### src/rtl/alu_pkg.sv
// Shared opcode and FSM state types for the sequential ALU.
package alu_pkg;

    typedef enum logic [2:0] {
        OP_ADD = 3'b000,
        OP_SUB = 3'b001,
        OP_AND = 3'b010,
        OP_OR  = 3'b011,
        OP_MUL = 3'b100,
        OP_XOR = 3'b101,
        OP_SHL = 3'b110,
        OP_SHR = 3'b111
    } alu_op_e;

    typedef enum logic [0:0] {
        ST_IDLE = 1'b0,
        ST_MUL  = 1'b1
    } alu_state_e;

endpackage

### src/rtl/shift_add_mul.sv
// Iterative shift-add multiplier: one partial product per i_step cycle, N steps total.
module shift_add_mul #(
    parameter int N = 4
) (
    input  logic           i_clk,
    input  logic           i_reset,
    input  logic           i_start,
    input  logic           i_step,
    input  logic [N-1:0]   i_a,
    input  logic [N-1:0]   i_b,
    output logic           o_done,
    output logic [2*N-1:0] o_product
);
    localparam int CW = $clog2(N);

    logic [2*N-1:0] r_mcand;
    logic [N-1:0]   r_mplier;
    logic [2*N-1:0] r_prod;
    logic [CW-1:0]  r_cnt;
    logic [2*N-1:0] w_prod_nxt;

    // The final step's sum is exposed combinationally so the top can register it on done.
    assign w_prod_nxt = r_prod + (r_mplier[0] ? r_mcand : '0);
    assign o_product  = w_prod_nxt;
    assign o_done     = i_step && (r_cnt == CW'(N-1));

    always_ff @(posedge i_clk or posedge i_reset) begin
        if (i_reset) begin
            r_mcand  <= '0;
            r_mplier <= '0;
            r_prod   <= '0;
            r_cnt    <= '0;
        end else if (i_start) begin
            r_mcand  <= {{N{1'b0}}, i_a};
            r_mplier <= i_b;
            r_prod   <= '0;
            r_cnt    <= '0;
        end else if (i_step) begin
            r_prod   <= w_prod_nxt;
            r_mcand  <= r_mcand << 1;
            r_mplier <= r_mplier >> 1;
            r_cnt    <= r_cnt + 1'b1;
        end
    end

endmodule

### src/rtl/seq_alu.sv
// Registered multi-cycle ALU: single-cycle logic/arith ops, N-cycle multiply, valid/ready input.
module seq_alu
    import alu_pkg::*;
#(
    parameter int N = 4
) (
    input  logic         i_clk,
    input  logic         i_reset,
    input  logic         i_valid,
    output logic         o_ready,
    input  logic [N-1:0] i_a,
    input  logic [N-1:0] i_b,
    input  logic [2:0]   i_op,
    output logic         o_valid,
    output logic [N-1:0] o_result,
    output logic         o_carry,
    output logic         o_zero
);
    alu_state_e     r_state, w_next;
    logic [N-1:0]   r_result;
    logic           r_carry, r_zero, r_valid;
    logic [N:0]     w_ext;
    logic           w_accept, w_is_mul, w_mul_done;
    logic [2*N-1:0] w_prod;

    assign o_ready    = (r_state == ST_IDLE);
    assign w_accept   = i_valid && o_ready;
    assign w_is_mul   = (alu_op_e'(i_op) == OP_MUL);

    shift_add_mul #(.N(N)) u_mul (
        .i_clk     (i_clk),
        .i_reset   (i_reset),
        .i_start   (w_accept && w_is_mul),
        .i_step    (r_state == ST_MUL),
        .i_a       (i_a),
        .i_b       (i_b),
        .o_done    (w_mul_done),
        .o_product (w_prod)
    );

    // Bit N of the extended result is the carry for every single-cycle op.
    always_comb begin
        w_ext = '0;
        case (alu_op_e'(i_op))
            OP_ADD:  w_ext = {1'b0, i_a} + {1'b0, i_b};
            OP_SUB:  w_ext = {1'b0, i_a} + {1'b0, ~i_b} + (N+1)'(1);
            OP_AND:  w_ext = {1'b0, i_a & i_b};
            OP_OR:   w_ext = {1'b0, i_a | i_b};
            OP_XOR:  w_ext = {1'b0, i_a ^ i_b};
            OP_SHL:  w_ext = {i_a, 1'b0};
            OP_SHR:  w_ext = {i_a[0], 1'b0, i_a[N-1:1]};
            default: w_ext = '0;
        endcase
    end

    always_ff @(posedge i_clk or posedge i_reset) begin
        if (i_reset) r_state <= ST_IDLE;
        else         r_state <= w_next;
    end

    always_comb begin
        w_next = r_state;
        case (r_state)
            ST_IDLE: if (w_accept && w_is_mul) w_next = ST_MUL;
            ST_MUL:  if (w_mul_done)           w_next = ST_IDLE;
            default: w_next = ST_IDLE;
        endcase
    end

    always_ff @(posedge i_clk or posedge i_reset) begin
        if (i_reset) begin
            r_result <= '0;
            r_carry  <= 1'b0;
            r_zero   <= 1'b1;
            r_valid  <= 1'b0;
        end else begin
            r_valid <= 1'b0;
            if (w_accept && !w_is_mul) begin
                r_result <= w_ext[N-1:0];
                r_carry  <= w_ext[N];
                r_zero   <= (w_ext[N-1:0] == '0);
                r_valid  <= 1'b1;
            end else if (w_mul_done) begin
                r_result <= w_prod[N-1:0];
                r_carry  <= |w_prod[2*N-1:N];
                r_zero   <= (w_prod[N-1:0] == '0);
                r_valid  <= 1'b1;
            end
        end
    end

    assign o_valid  = r_valid;
    assign o_result = r_result;
    assign o_carry  = r_carry;
    assign o_zero   = r_zero;

endmodule

### config.mk
export PLATFORM = sky130hd
export DESIGN_NAME = seq_alu
export DESIGN_NICKNAME = d
export VERILOG_FILES = /design/src/rtl/alu_pkg.sv /design/src/rtl/shift_add_mul.sv /design/src/rtl/seq_alu.sv
export SDC_FILE = /design/constraint.sdc
export NUM_CORES = 1
export LEC_CHECK = 0
export ABC_CLOCK_PERIOD_IN_PS = 6100
export CAP_MARGIN = 20
export CORE_UTILIZATION = 49
export CTS_CLUSTER_SIZE = 28
export DETAILED_ROUTE_END_ITERATION = 6
export GPL_TIMING_DRIVEN = 1
export HOLD_SLACK_MARGIN = 0.08
export PLACE_DENSITY_LB_ADDON = 0.1
export SYNTH_ARGS = -nofsm -noshare
export SYNTH_HDL_FRONTEND = slang
export SYNTH_SLANG_ARGS = --single-unit
### constraint.sdc
create_clock -name i_clk -period 6.1 [get_ports i_clk]
set_input_delay 0.915 -clock i_clk [delete_from_list [all_inputs] [get_ports i_clk]]
set_output_delay 0.915 -clock i_clk [all_outputs]
set_load 0.1 [all_outputs]
==> results of run 1 <==
==> path summary, 6_finish.rpt <==
kind / cells after the start / to / slack [ns]
hold reg to reg: 2 / u_mul.r_mplier[2] / 0.48
setup / recovery: 3 / o_ready / 2.94
min in group asynchronous: 3 / u_mul.r_prod[5] / 1.00
hold / removal: 2 / u_mul.r_mplier[2] / 0.48
setup reg to reg: 8 / o_carry / 3.77
max in group asynchronous: 3 / o_zero / 4.77
==> flip-flops by register name, indices dropped and copies added (netlist names) <==
signal / flops
u_mul.r_prod: 8
o_result: 4
r_state: 1
u_mul.r_mcand: 8
o_valid: 1
o_zero: 1
u_mul.r_cnt: 2
o_carry: 1
u_mul.r_mplier: 4
==> cell type report <==
cell class / count / area [um2]
tap: 52 / 65.1
sequential: 30 / 752
fill: 406 / 1800
multi-input combinational: 200 / 1420
clock buffer: 5 / 68.8
inverter: 18 / 67.6
timing repair buffer: 23 / 225
clock inverter: 3 / 40.0
==> cells in the mapped netlist, drive strengths merged (2+ instances only) <==
cell     count  share of area [%]
a2111oi      2                1.3
a211o        2               0.76
a211oi       4                1.7
a21oi        8                1.9
a22oi        7                2.3
a31oi        2               0.54
and2         8                2.2
and3b        2               0.76
buf          8                2.8
clkbuf       3               0.49
dfrtp       29                 31
fa           3                2.6
ha          20                 11
inv         18                2.9
mux2         3                1.5
mux2i        5                2.2
nand2       40                6.5
nand2b       4                1.4
nand3        6                1.3
nor2        15                2.5
nor2b        5                1.4
nor3         6                1.3
o2111ai      2               0.76
o211ai       3               0.97
o21ai       24                5.2
o22ai        2               0.54
xnor2        2               0.76
xor2         3                1.1
==> power breakdown <==
group	switching [mW]	internal, mW
sequential	0.0550	0.285
clock	0.0767	0.120
combinational	0.417	0.198
total	0.548	0.603
==> through the flow <==
| stage | worst slack (ns) | area [um2] | util [%] |
|---|---|---|---|
| after CTS | 2.92 | 2640 | 59.4 |
| after global routing | 2.88 | 2640 | 59.4 |
| after detailed placement | 2.83 | 2530 | 57.0 |
| after floorplan | 3.61 | 2320 | - |
| after global placement | 2.81 | 2530 | 57.0 |
| final | 2.94 | 2640 | 59.4 |
==> layer usage <==
layer	share of wire [%]	track usage, %	routed length (um)	vias up
li1	-	-	-	960
met1	52	31.0	2560	858
met2	44	32.1	2180	31
met3	2.9	4.70	141	4
met4	0.97	6.00	48	0
met5	0	0	0	-
==> kinds of logic after synthesis <==
kind of cell / Yosys count
xor+xnor: 5
buf+inv: 29
flops: 30
mux: 9
simple gates: 94
fa+ha+maj: 23
compound gates: 69
==> critical path, cell delays in order (launching register included) <==
cell and delay (ns):
dfrtp_1 0.36, buf_4 0.24, inv_2 0.20, clkdlybuf4s50_1 1.17
==> impl_metrics.env, run 1 <==
export IMPL_ir_drop_mv=0.255
export IMPL_syn_area_mm2=0.00232
export IMPL_fin_crit_ns=3.16
export IMPL_syn2layout_area_growth_pct=14.0
export IMPL_required_ns=5.18
export IMPL_core_mm2=0.00444
export IMPL_clk_latency_ns=0.28
export IMPL_final_common_cell="nand2_1"
export IMPL_timing_final_crit_share_pct=51.9
export IMPL_ant_nets=0
export IMPL_endpoint_kind="primary output"
export IMPL_clkTransAtPathRegs_ns=0.06
export IMPL_grt_remaining_overflow=0
export IMPL_clk_path_buf_depth=2
export IMPL_p_per_area_mw_per_mm2=436
export IMPL_htreeDepth=2
export IMPL_violations="DRC"
export IMPL_numCtsBuffers=5
export IMPL_yosysUniqueCellTypes=60
export IMPL_setup_viol=0
export IMPL_startpoint="r_state"
export IMPL_drt_iter0_markers=128
export IMPL_syn_avg_cell_area_um2=8.94
export IMPL_cts_resized=0
export IMPL_synth_cells=259
export IMPL_synth_fa_ha_area_share_pct=13.4
export IMPL_final_layout_size_suffix_gt1_share_pct=9.32
export IMPL_hold_path_class="flop to flop"
export IMPL_start_util_pct=52.1
export IMPL_grt_pass1_wl_mm=8.24
export IMPL_synthArstFlopShare_pct=100
export IMPL_antennaDiodeCount=0
export IMPL_grt_total_usage_pct=21.3
export IMPL_dp_cells=323
export IMPL_cp_start_kind="flop"
export IMPL_synth_edf_count=0
export IMPL_grt_max_degree=34
export IMPL_worstMarginPinSlew_ns=0.969
export IMPL_final_cell_mix="40 x nand2_1, 29 x dfrtp_1, 21 x clkdlybuf4s50_1"
export IMPL_cts_tree="built"
export IMPL_critPathKind="flop to primary output"
export IMPL_fin_setup_tns_ns=0
export IMPL_r2r_start="u_mul.r_mplier[0]"
export IMPL_die_area_mm2=0.00501
export IMPL_total_power_mw=1.15
export IMPL_wl_mm=4.93
export IMPL_die_h_um=70.8
export IMPL_max_cap_violations=0
export IMPL_hpwl_mm=3.61
export IMPL_skew_ns=0.00517
export IMPL_synth_compound_area_share_pct=21.0
export IMPL_drc=4
export IMPL_cts_sinks=30
export IMPL_portBuffers=21
export IMPL_grt_setup_unrepaired="no"
export IMPL_clock_fmax_mhz=316
export IMPL_vias=1853
export IMPL_grt_pass1_vias=1708
export IMPL_via_per_inst=5.60
export IMPL_synth_xor_area_share_pct=1.89
export IMPL_die_w_um=70.8
export IMPL_total_leakage_power_nw=1.22
export IMPL_cts_hold_buffers=0
export IMPL_rows=24
export IMPL_worstPathMaxFanout=33
export IMPL_routabilityCongestion=0.874
export IMPL_synth_fp_nets=296
export IMPL_fin_cells=331
export IMPL_ys_warn_count=0
export IMPL_ys_seq_area_share_pct=32.5
export IMPL_wire_per_inst_um=14.9
export IMPL_maxSlewViolCount=0
export IMPL_worst_ep_arrival_time_ns=2.25
export IMPL_dr_pass1_iters=6
export IMPL_synthFlopType="dfrtp_1"
export IMPL_synth_top_family_by_area="compound AO/OA/AOI/OAI gates"
export IMPL_antenna_found_initial=0
export IMPL_ys_ff_latch=30
export IMPL_cts_setup_buffers=0
export IMPL_hold_violations=0
export IMPL_whs_ns=0.482
export IMPL_fin_nets=315
export IMPL_relSlewSlack_pct=35.2
export IMPL_status="complete, but fails checks"
export IMPL_hold_start="u_mul.r_mplier[2]"
export IMPL_root_buffer="clkbuf_8"
export IMPL_ios=22
export IMPL_yosys_mux_area_fraction_pct=4.59
export IMPL_synth_simple_area_share_pct=20.5
(Power assumes the default switching activity.)
==> run 2, diff against run 1 <==
Settings changed: ABC_CLOCK_PERIOD_IN_PS 6100 to 3270.
Clock period 6.1 ns to 3.27 ns, I/O delays scaled along.
==> impl_metrics.env, run 2 (synthesized netlist as in run 1, its figures left out) <==
export IMPL_status="complete, but fails checks"
export IMPL_violations="DRC"
export IMPL_dp_cells=328
export IMPL_antennaDiodeCount=0
export IMPL_grt_max_degree=31
export IMPL_fin_crit_ns=2.58
export IMPL_core_mm2=0.00444
export IMPL_ff2ff_path_depth=8
export IMPL_setup_viol=0
export IMPL_largest_registers="u_mul.r_mcand (8), u_mul.r_prod (8)"
export IMPL_crit_family="buffers and inverters"
export IMPL_clkTransAtPathRegs_ns=0.07
export IMPL_numCtsBuffers=5
export IMPL_worst_ep_arrival_time_ns=2.76
export IMPL_grt_pass1_wl_mm=8.56
export IMPL_clk_latency_ns=0.28
export IMPL_fillers=415
export IMPL_ir_drop_mv=0.430
export IMPL_total_leakage_power_nw=1.24
export IMPL_start_util_pct=52.1
export IMPL_via_per_inst=5.71
export IMPL_syn2layout_area_growth_pct=14.8
export IMPL_wire_per_inst_um=15.2
export IMPL_drc=4
export IMPL_cp_start_kind="input port"
export IMPL_r2r_start="u_mul.r_mplier[0]"
export IMPL_relSlewSlack_pct=35.0
export IMPL_p_per_area_mw_per_mm2=789
export IMPL_whs_path_depth=2
export IMPL_final_common_cell="nand2_1"
export IMPL_grt_total_usage_pct=21.9
export IMPL_fin_setup_tns_ns=0
export IMPL_die_w_um=70.8
export IMPL_worstPathMaxFanout=4
export IMPL_ant_nets=0
export IMPL_dr_pass1_iters=6
export IMPL_root_buffer="clkbuf_8"
export IMPL_cts_setup_buffers=0
export IMPL_die_h_um=70.8
export IMPL_clk_path_buf_depth=2
export IMPL_hold_violations=0
export IMPL_grt_remaining_overflow=0
export IMPL_fin_nets=320
export IMPL_grt_setup_unrepaired="no"
export IMPL_routabilityCongestion=0.897
export IMPL_worstMarginPinSlew_ns=0.972
export IMPL_cts_tree="built"
export IMPL_rr_endpoint="o_carry"
export IMPL_vias=1919
export IMPL_ff2ff_setup_slack_ns=0.94
export IMPL_ios=22
export IMPL_hold_path_class="flop to flop"
export IMPL_cts_hold_buffers=0
export IMPL_die_area_mm2=0.00501
export IMPL_clock_fmax_mhz=388
export IMPL_rows=24
export IMPL_slowest_stage="clkdlybuf4s50_1"
export IMPL_maxSlewViolCount=0
export IMPL_slowest_delay_ns=0.49
export IMPL_drt_iter0_markers=116
export IMPL_final_cell_mix="40 x nand2_1, 29 x dfrtp_1, 20 x ha_1"
export IMPL_antenna_found_initial=0
export IMPL_timing_final_crit_share_pct=78.9
export IMPL_wl_mm=5.10
export IMPL_endpoint_kind="flop"
export IMPL_crit_top_cell="inv_1"
export IMPL_cts_sinks=30
export IMPL_max_cap_violations=0
export IMPL_path_buf_inv=3
export IMPL_final_layout_size_suffix_gt1_share_pct=11.6
export IMPL_skew_ns=0.0118
export IMPL_startpoint="i_a[0]"
export IMPL_htreeDepth=2
export IMPL_path_cells="clkdlybuf4s50_1 -> inv_1 -> ha_1 -> inv_1 -> fa_1 -> or4b_1 -> o311ai_1 -> mux2i_1 -> o2111ai_1 -> o22ai_1"
export IMPL_hpwl_mm=3.85
export IMPL_hold_start="u_mul.r_mplier[1]"
export IMPL_cts_resized=0
export IMPL_portBuffers=21
export IMPL_fin_cells=336
export IMPL_critPathKind="input port to flop"
export IMPL_min_to="u_mul.r_mplier[1]"
export IMPL_required_ns=3.45
export IMPL_grt_pass1_vias=1785
-- run 2: worst reg2reg max path, delay by kind of cell (launching register included) --
kind	cells	cell delay, ns
compound gates	3	0.65
fa+ha+maj	2	0.61
simple gates	3	0.48
flops	1	0.45
-- run 2: area by class of cell --
class                      instances  area, um2  share of cell area, %
multi-input combinational        200       1420                   53.5
tap                               52       65.1                   2.45
sequential                        30        752                   28.3
clock inverter                     2       12.5                  0.471
inverter                          18       67.6                   2.54
timing repair buffer              28        258                   9.69
clock buffer                       6       82.6                   3.11
-- run 2: report_power, final --
part	total [mW]	switching (mW)	leakage [nW]	internal (mW)
clock network	0.313	0.144	0.0472	0.169
registers	0.663	0.133	0.387	0.530
logic	1.12	0.751	0.806	0.369
-- run 2: through the flow --
step / power, mW / hold WS [ns] / util (%) / worst slack, ns / instance area [um2]
final: 2.10 / 0.482 / 59.8 / 0.690 / 2660
after global routing: 2.23 / 0.498 / 59.8 / 0.571 / 2660
after CTS: 2.10 / 0.488 / 59.8 / 0.695 / 2660
after detailed placement: 1.78 / 0.469 / 57.7 / 0.406 / 2560
after global placement: 1.77 / 0.463 / 57.7 / 0.433 / 2560
after floorplan: 1.52 / 0.447 / - / 1.20 / 2320
-- run 2: how the worst max path moves through the flow --
stage                   end  slack (ns)  cells past startpoint
floorplan           o_carry        1.20                      8
global placement     o_zero        0.43                     10
detailed placement   o_zero        0.41                     10
CTS                  o_zero        0.70                     10
global route         o_zero        0.57                     10
finish               o_zero        0.69                     10
-- run 2: layer usage --
metal | up-vias | wire length, um | GRT usage (%)
met5 | - | 0 | 0
met4 | 0 | 52 | 6.22
met3 | 4 | 167 | 4.42
met2 | 34 | 2300 | 34.3
met1 | 914 | 2580 | 31.1
li1 | 967 | - | -
==> run 3, diff against run 2 <==
Settings changed: ABC_CLOCK_PERIOD_IN_PS 3270 to 2540.
Clock period 3.27 ns to 2.54 ns, I/O delays scaled along.
==> impl_metrics.env, run 3 (synthesized netlist as in run 1, its figures left out) <==
export IMPL_worstPathMaxFanout=3
export IMPL_fin_nets=332
export IMPL_final_cell_mix="40 x nand2_1, 29 x dfrtp_1, 26 x buf_4"
export IMPL_status="complete, but fails checks"
export IMPL_fin_cells=348
export IMPL_fillers=399
export IMPL_clock_fmax_mhz=434
export IMPL_cts_sinks=30
export IMPL_antennaDiodeCount=0
export IMPL_grt_total_usage_pct=23.8
export IMPL_cts_hold_buffers=0
export IMPL_core_mm2=0.00444
export IMPL_power_switching_mw=1.33
export IMPL_start_util_pct=52.1
export IMPL_clkPwrFrac_pct=14.6
export IMPL_share_comb_of_total_power_pct=54.2
export IMPL_die_w_um=70.8
export IMPL_grt_pass1_vias=1867
export IMPL_endpoint_kind="flop"
export IMPL_critPathKind="input port to flop"
export IMPL_required_ns=2.73
export IMPL_die_area_mm2=0.00501
export IMPL_grt_pass1_wl_mm=9.27
export IMPL_clkTransAtPathRegs_ns=0.07
export IMPL_skew_ns=0.00582
export IMPL_max_cap_violations=0
export IMPL_total_leakage_power_nw=1.31
export IMPL_via_per_inst=5.66
export IMPL_numCtsBuffers=5
export IMPL_htreeDepth=2
export IMPL_p_seq_share_pct=31.2
export IMPL_root_buffer="clkbuf_8"
export IMPL_placed_area_mm2=0.00265
export IMPL_setup_ws_ns=0.234
export IMPL_timing_final_crit_share_pct=90.8
export IMPL_clk_path_buf_depth=2
export IMPL_routabilityCongestion=0.927
export IMPL_vias=1970
export IMPL_rows=24
export IMPL_multi_input_area_mm2=0.00142
export IMPL_cts_tree="built"
export IMPL_ant_nets=0
export IMPL_ir_drop_mv=0.409
export IMPL_drt_iter0_markers=190
export IMPL_dp_cells=340
export IMPL_die_h_um=70.8
export IMPL_dr_pass1_iters=6
export IMPL_p_per_area_mw_per_mm2=995
export IMPL_drc=4
export IMPL_violations="DRC"
export IMPL_portBuffers=21
export IMPL_clk_latency_ns=0.28
export IMPL_largest_registers="u_mul.r_mcand (8), u_mul.r_prod (8)"
export IMPL_hpwl_mm=4.03
export IMPL_register_area_um2=752
export IMPL_postLayoutCellArea_mm2=0.00274
export IMPL_hold_path_class="input port to asynchronous set/reset pin"
export IMPL_relSlewSlack_pct=59.7
export IMPL_fin_setup_tns_ns=0
export IMPL_hold_violations=0
export IMPL_maxSlewViolCount=0
export IMPL_worst_ep_arrival_time_ns=2.50
export IMPL_fin_crit_ns=2.31
export IMPL_grt_max_degree=31
export IMPL_antenna_found_initial=0
export IMPL_grt_remaining_overflow=0
export IMPL_p_sw_share_pct=48.8
export IMPL_total_power_mw=2.73
export IMPL_cts_setup_buffers=0
export IMPL_wl_mm=5.26
export IMPL_syn2layout_area_growth_pct=18.4
export IMPL_grt_setup_unrepaired="no"
export IMPL_cts_resized=0
export IMPL_final_common_cell="nand2_1"
export IMPL_setup_viol=0
export IMPL_final_layout_size_suffix_gt1_share_pct=16.9
export IMPL_internal_power_mw=1.40
export IMPL_dp_slack_ns=-0.0670
export IMPL_cp_start_kind="input port"
export IMPL_wire_per_inst_um=15.1
export IMPL_worstMarginPinSlew_ns=0.605
export IMPL_ios=22
export IMPL_ff2ff_setup_slack_ns=0.23
[run 3: cell types whose count changed in the layout (fill, tap and decap cells not counted), sizes merged]
| cell | change |
|---|---|
| clkdlybuf4s50 | -6 |
| buf | +18 |
| clkbuf | +1 |
| clkinvlp | -1 |
[run 3: critical path, cell delays in order]
cell	delay, ns
clkdlybuf4s50_1	0.46
inv_1	0.11
ha_1	0.17
inv_1	0.05
fa_1	0.39
or4b_1	0.48
o311ai_1	0.09
mux2i_1	0.15
o2111ai_1	0.11
o22ai_1	0.10
[run 3: path summary, 6_finish.rpt]
path                              startpoint                end  depth (start not counted)
setup / recovery                      i_a[0]             o_zero                         10
setup reg to reg           u_mul.r_mplier[0]            o_carry                          8
min in group i_clk         u_mul.r_mplier[2]  u_mul.r_mplier[2]                          2
hold reg to reg            u_mul.r_mplier[2]  u_mul.r_mplier[2]                          2
max in group asynchronous            i_reset             o_zero                          3
hold / removal                       i_reset    u_mul.r_prod[6]                          3
[run 3: cell type report]
class / count / share of cell area [%]
multi-input combinational: 200 / 51.8
sequential: 30 / 27.4
timing repair buffer: 40 / 12.6
clock buffer: 7 / 3.15
inverter: 18 / 2.46
tap: 52 / 2.37
clock inverter: 1 / 0.182
[run 3: power by group through the flow]
stage / registers, mW / logic, mW / clock network (mW)
final: 0.851 / 1.48 / 0.399
after global routing: 0.884 / 1.62 / 0.428
after CTS: 0.848 / 1.49 / 0.405
after detailed placement: 0.857 / 1.48 / 0
after global placement: 0.848 / 1.47 / 0
after floorplan: 1.17 / 0.780 / 0
[run 3: metal layers]
layer / up-vias / global-route usage [%] / routed length (um)
met5: - / 0 / 0
met4: 0 / 6.00 / 54
met3: 5 / 4.84 / 163
met2: 29 / 35.3 / 2320
met1: 936 / 35.6 / 2730
li1: 1000 / - / -
[run 3: stage by stage]
| step | hold WS, ns | utilization (%) |
|---|---|---|
| floorplan | 0.447 | - |
| CTS | 0.484 | 61.7 |
| global route | 0.522 | 61.7 |
| detailed placement | 0.470 | 59.7 |
| global placement | 0.461 | 59.7 |
| finish | 0.477 | 61.7 |
